File: config.mk
export PLATFORM = sky130hd
export DESIGN_NAME = audio_dac_serializer
export DESIGN_NICKNAME = d
export VERILOG_FILES = /design/src/rtl/audio_dac_serializer.sv
export SDC_FILE = /design/constraint.sdc
export NUM_CORES = 1
export LEC_CHECK = 0
export CAP_MARGIN = 20
export CORE_MARGIN = 3
export CORE_UTILIZATION = 54
export CTS_BUF_LIST = sky130_fd_sc_hd__clkbuf_4
export DETAILED_ROUTE_END_ITERATION = 10
export PLACE_DENSITY = 0.88
export SLEW_MARGIN = 20
export SYNTH_ARGS = -nofsm -noshare
export SYNTH_HDL_FRONTEND = slang
export SYNTH_SLANG_ARGS = --single-unit
File: constraint.sdc
create_clock -name Clk -period 2.2 [get_ports Clk]
set_clock_uncertainty 0.15 [all_clocks]
set_input_delay 0.33 -clock Clk [delete_from_list [all_inputs] [get_ports Clk]]
set_output_delay 0.33 -clock Clk [all_outputs]
set_load 0.02 [all_outputs]
File: src/rtl/audio_dac_serializer.sv
// Left-justified stereo serializer for a codec DAC port.
// Generates BCLK/LRCK from Clk, holds one pending stereo sample and replays
// the previous frame (flagging underrun) when no new sample is available.
module audio_dac_serializer #(
    parameter int unsigned BCLK_HALF = 8,
    parameter int unsigned SLOT_BITS = 32
) (
    input  logic        Clk,
    input  logic        Reset,
    input  logic [15:0] in_l,
    input  logic [15:0] in_r,
    input  logic        in_valid,
    output logic        in_ready,
    output logic        frame_start,
    output logic        underrun,
    input  logic        clear_underrun,
    output logic        AUD_BCLK,
    output logic        AUD_DACLRCK,
    output logic        AUD_DACDAT
);

    localparam int unsigned DW = $clog2(BCLK_HALF);
    localparam int unsigned CW = $clog2(2 * SLOT_BITS);
    localparam logic [DW-1:0] DIV_MAX = DW'(BCLK_HALF - 1);
    localparam logic [CW-1:0] CNT_MAX = CW'(2 * SLOT_BITS - 1);
    localparam logic [CW-1:0] SLOT_R  = CW'(SLOT_BITS);

    logic [DW-1:0] div;
    logic [CW-1:0] bit_cnt;
    logic [15:0]   buf_l, buf_r;
    logic [15:0]   last_l, last_r;
    logic [15:0]   sh_l, sh_r;
    logic          load_empty;

    logic [CW-1:0] next_cnt_c;
    logic          fall_c;
    logic          load_c;
    logic          xfer_c;
    logic [15:0]   src_l_c, src_r_c;

    // Bit-clock falling event, next slot position and frame source selection
    always_comb begin
        next_cnt_c = (bit_cnt == CNT_MAX) ? '0 : bit_cnt + CW'(1);
        fall_c     = (div == DIV_MAX) && AUD_BCLK;
        load_c     = fall_c && (next_cnt_c == '0);
        xfer_c     = in_valid && in_ready;
        src_l_c    = in_ready ? last_l : buf_l;
        src_r_c    = in_ready ? last_r : buf_r;
    end

    // Clock divider, slot sequencing, shift registers, holding buffer, underrun flag
    always_ff @(posedge Clk) begin
        if (Reset) begin
            div         <= '0;
            bit_cnt     <= CNT_MAX;
            AUD_BCLK    <= 1'b0;
            AUD_DACLRCK <= 1'b0;
            AUD_DACDAT  <= 1'b0;
            frame_start <= 1'b0;
            underrun    <= 1'b0;
            load_empty  <= 1'b0;
            in_ready    <= 1'b1;
            buf_l       <= '0;
            buf_r       <= '0;
            last_l      <= '0;
            last_r      <= '0;
            sh_l        <= '0;
            sh_r        <= '0;
        end else begin
            frame_start <= 1'b0;
            load_empty  <= 1'b0;

            if (div == DIV_MAX) begin
                div      <= '0;
                AUD_BCLK <= ~AUD_BCLK;
            end else begin
                div <= div + DW'(1);
            end

            if (fall_c) begin
                bit_cnt     <= next_cnt_c;
                AUD_DACLRCK <= (next_cnt_c < SLOT_R);
                if (next_cnt_c == '0) begin
                    frame_start <= 1'b1;
                    AUD_DACDAT  <= src_l_c[15];
                    sh_l        <= {src_l_c[14:0], 1'b0};
                    sh_r        <= src_r_c;
                    last_l      <= src_l_c;
                    last_r      <= src_r_c;
                    load_empty  <= in_ready;
                end else if (next_cnt_c < SLOT_R) begin
                    AUD_DACDAT <= sh_l[15];
                    sh_l       <= {sh_l[14:0], 1'b0};
                end else begin
                    AUD_DACDAT <= sh_r[15];
                    sh_r       <= {sh_r[14:0], 1'b0};
                end
            end

            // A full buffer drains at a load; a transfer can only happen while empty
            if (load_c && !in_ready) begin
                in_ready <= 1'b1;
            end
            if (xfer_c) begin
                in_ready <= 1'b0;
                buf_l    <= in_l;
                buf_r    <= in_r;
            end

            // Set has priority over clear
            if (load_empty) begin
                underrun <= 1'b1;
            end else if (clear_underrun) begin
                underrun <= 1'b0;
            end
        end
    end

endmodule

======== Yosys cells after proc, flatten, opt, wreduce, memory -nomap -nowiden ========
Index checks and enable logic that the tools add are counted.
storage, ports and cells
  flip-flop bits (word level) ............. 112
  bits in latches ......................... 0
  RAM bits ................................ 0
  memory bits (read-only) ................. 0
  bits of input ports ..................... 36
  output and inout port bits .............. 6
  word-level logic and storage cells ...... 53
  memories kept ........................... 0
operators by class
  $add $sub $neg .......................... 2
  $mul .................................... 0
  div/mod/pow operators ................... 0
  order comparisons ....................... 1
  eq/ne operators ......................... 3
  shift operators ......................... 0
  mux-type cells .......................... 14
  bitwise gates (word level) .............. 3
  reductions and logical operators ........ 15
operators with widths
  operator               number
  $mux W16               6
  $mux W1                7
  $add A6 B1 Y6 const B  1
  $eq A6 B6 Y1 const B   1
  $logic_not A6 Y1       1
  $lt A6 B6 Y1 const B   1
  $mux W6                1
  $reduce_and A2 Y1      3
  $reduce_bool A2 Y1     3
  $logic_and A1 B1 Y1    4
  $reduce_or A2 Y1       2
  $add A3 B1 Y3 const B  1
  $eq A3 B3 Y1 const B   1
  $not A1 Y1             3
  $reduce_or A3 Y1       1
  $ne A2 B1 Y1 const B   1
  $logic_not A1 Y1       1

======== Depth between registers and ports, before layout ========
  word-level depth ........................ 7
  gate-level depth with buffers ........... 10
  mapped depth without buffers ............ 7

======== Worst setup path after synthesis ========
Ideal clock, no wire load.
  path kind ............................... register to register
  from .................................... register div[0]
  to ...................................... register last_r[0]
  library setup time ...................... 128 ps
  arrival time ............................ 1970 ps
  required time ........................... 1922 ps
  setup slack ............................. -47 ps
  cell stages (with the launch flop) ...... 11
  buffers on the path ..................... 3
  clock period less this slack ............ 2247 ps
  cell sequence ........................... dfxtp_1 > ha_1 > ha_1 > clkbuf_2 > and2_0 > nand2_1 > a2111oi_2 > buf_6 > buf_12 > mux2i_1 > nor2_1
on the way
  longest elaborated chain between the ends .. 3
ends and longest elaborated chain
  item                         RTL line  RTL
  from (decl)                  28        logic [DW-1:0] div;
  from (signal assigned)       77        div <= div + DW'(1);
  $eq A3 B3 Y1                 44        fall_c = (div == DIV_MAX) && AUD_BCLK;
  $logic_and A1 B1 Y1          44
  $reduce_and A2 Y1 (no line)  n/a
  to (signal assigned)         89        last_r <= src_r_c;
  to (decl)                    31        logic [15:0] last_l, last_r;
Every way passes these cells.
A chain may end at the register's enable or synchronous reset.

======== Worst setup path after layout ========
  from .................................... register bit_cnt[0]
  to ...................................... register sh_r[4]
on the way
  longest elaborated chain between the ends .. 5
  elaborated cells on any way between the ends .. 8
  classes of those cells .................. add/sub: 1; order compare: 1; eq/ne: 2; mux: 2; reduce/logical: 2
ends and longest elaborated chain
  item                                                     RTL line  RTL
  from (decl)                                              29        logic [CW-1:0] bit_cnt;
  from (signal assigned)                                   81        bit_cnt <= next_cnt_c;
  $add A6 B1 Y6 / $eq A6 B6 Y1 (equally long branches)     43        next_cnt_c = (bit_cnt == CNT_MAX) ? '0 : bit_cnt + CW'(1);
  $mux W6 (*)                                              43
  $lt A6 B6 Y1 / $logic_not A6 Y1 (equally long branches)  91, 83
  $ne A2 B1 Y1 (no line)                                   n/a
  $reduce_and A2 Y1 (no line)                              n/a
  to (signal assigned)                                     87        sh_r <= src_r_c;
  to (signal assigned)                                     96        sh_r <= {sh_r[14:0], 1'b0};
  to (decl)                                                32        logic [15:0] sh_l, sh_r;
Mark *: on every way between the ends. The rest lies on a longest branch, timed or not.

==> results.md <==
* Setup TNS at 0 ps
* Slew @ Worst Pin at 477.5 ps
* IO buf count at 41
* Worst Reg-to-Reg Cells at 8
* Worst skew pair latency at 450 ps
* Layout Nets at approximately 590
* CTS buffer count at 9
* Pre-antenna DRT Iters at 4
* Die Span X at 100.2 um
* Setup violators final at 0
* ANT nets after route at 0
* Slew Limit Fails at 0
* Fmax at 0.4742 GHz
* Worst setup EP type: flip-flop
* Final worst path period share at 0.9585
* GRT Total Usage at 0.2095
* Drc violations at 0
* Layout cells sized above 1 at 0.1639
* Reg-to-Reg Start: bit_cnt[0]
* Post-Synthesis Cells at 508
* Worst hold stages at 3
* Flop2flop setup slack at ~91 ps
* Async S/R FF share, synth at 0
* Number of library cell types mapped by synthesis at 49
* Initial core utilization at 0.5689
* Worst setup startpoint: bit_cnt[0]
* Status: finished clean
* Vias in the first global route at between 3000 and 4000
* Max Cap Viol at 0
* Critical path class: flip-flop to flip-flop
* I/O pin cnt at 42
* Multi-input logic area at 2407 um2
* Initial antenna violation count at 1
* DRT iter0 DRCs at 208
* TritonCTS clock tree: done
* Clock transition at path regs at 150 ps
* Clk root buf: clkbuf_4
* Hold Path Class: input port to flip-flop
* Core Rows at 33
* Post-synthesis sequential area ratio at 0.4637
* Leakage power at 2.164 nW
* RSZ-0062 raised after global routing: true
* Die height at 100.2 um
* Reg area at 2235 um2
* Critical R2R Capture: sh_r[4]
* Cell area after synthesis at 4792 um2
* Ys flop type: dfxtp_1
* Commonest non-fill, non-tap cell in the layout: dfxtp_1
* #FFs+latches synth at ~110
* Most frequent cells in the layout: 103 x dfxtp_1, 88 x nand2_1, 50 x nor2_1
* Power per cell area at 581.9 nW/um2
* Min cycle time layout at between 2000 and 2500 ps
* Number of synthesized flops with an enable pin at 0
* Worst endpoint data arrival time at roughly 2300 ps
* Hold endpoint: bit_cnt[4]
* Total wire length at approximately 10000 um
* H-tree Lvls at 3
* Final hold violation count at 0
* Fillers at 637
* Worst-path fanout max at 22
* Syn Nets at 548
* VDD IR max at 0.3572 mV
* Startpoint Class: flip-flop
* First-pass GRT wire length at 16960 um
* Dpl hpwl at 6709 um
* Routed wire per std cell at approximately 16 um
* Max-slew headroom at 0.6807
* Area delta synth->final at 17.36%
* Core ar. at 8423 um2
* HP Start: Reset
* Gr ovfl total at 0
* Avg Inst Size Synth at 9.433 um2
* Routability cong. at 0.8456
* Vias per cell at approximately 5.6
* DIE AREA at roughly 10000 um2
* YS warnings at 0
* WP data required at 2420 ps
* Final Power at 0.003273 W
* DR vias at between 3000 and 4000
* Clk sinks at 111
* CTS Buffer Depth at 2
* Largest net degree at the start of global routing at 41
stage by stage:
step / instances / hold WS [ps] / util / worst slack [ps] / cell area (um2)
global route: 655 / 195.9 / 0.6677 / -25.05 / 5624
detailed placement: 637 / 279.2 / 0.6381 / -49.98 / 5375
finish: 655 / 171.9 / 0.6677 / 91.36 / 5624
floorplan: 508 / 254.3 / - / 52.49 / 4795
CTS: 651 / 167.1 / 0.6583 / 20.50 / 5545
global placement: 637 / 262.6 / 0.6381 / 60.86 / 5375
what timing repair did:
| item | 4_1_cts | 5_1_grt |
|---|---|---|
| pin swaps | 1 | 3 |
| gates resized for setup | 6 | 12 |
| cloned | 1 | 1 |
| hold buffers | 0 | 0 |
| endpoints found under the setup margin | 45 | 57 |
| setup buffers | 0 | 2 |
state kept, by name, summed over array words and instances, names as in the netlist, 3 cells and up:
signal and count:
bit_cnt 6, buf_l 16, buf_r 16, div 3, last_l 16, last_r 16
sh_l 15, sh_r 16
report_power, final:
group	leakage (nW)	total, W	switching, W	internal (W)
clock	0.0679	0.000940	0.000610	0.000330
sequential	0.897	0.00208	0.0000281	0.00205
combinational	1.20	0.000255	0.000126	0.000129
total	2.16	0.00327	0.000765	0.00251
worst max-delay path by stage:
stage	end	cells after the start
floorplan	last_r[0]	10
global placement	last_l[13]	7
detailed placement	last_l[8]	7
CTS	sh_l[9]	7
global route	last_l[2]	8
finish	sh_r[4]	8
worst max-delay path: stages (launching register included):
cell and delay, ps:
dfxtp_2 420, ha_4 190, nor3_2 50, a31oi_2 400, a211oi_4 100, buf_4 180, buf_16 160, and2_1 150
o32ai_1 230
routing by layer:
layer	global-route usage	share of wire	vias to the layer above
met1	0.2545	0.43	1730
met4	0.09637	0.024	0
met5	0	0	-
met2	0.3634	0.50	85
met3	0.03266	0.040	22
li1	-	-	1845
cell type report:
type / instances / share of cell area
Multi-Input combinational cell: 353 / 0.4280
Sequential cell: 111 / 0.3973
Clock buffer: 9 / 0.01201
Tap cell: 105 / 0.02336
Inverter: 5 / 0.003337
Timing Repair Buffer: 67 / 0.1268
Antenna cell: 1 / 0.0004449
Clock inverter: 4 / 0.008676
logic make-up after synthesis:
| family | synth area share |
|---|---|
| adder cells (fa/ha/maj) | 0.01044 |
| AO/OA/AOI/OAI | 0.1627 |
| AND/OR/NAND/NOR | 0.1606 |
| multiplexers | 0.1475 |
| XOR/XNOR | 0.007312 |
| buffers and inverters | 0.04778 |
| flip-flops | 0.4637 |
synth_stat cells (5+ instances only):
master     instances  area, um2
dfxtp_1          111       2222
nand2_1           90      337.8
nor2_1            50      187.7
mux2i_1           49      490.5
a21oi_1           36      180.2
clkbuf_1          21      78.83
and2_1            19      118.9
mux2_2            18      202.7
a211oi_1          14      105.1
o2bb2ai_1         14      122.6
o32ai_2            8      130.1
buf_2              6      30.03
inv_1              5      18.77
o32ai_1            5      43.79
No activity file was read; power rests on OpenSTA's default activity.
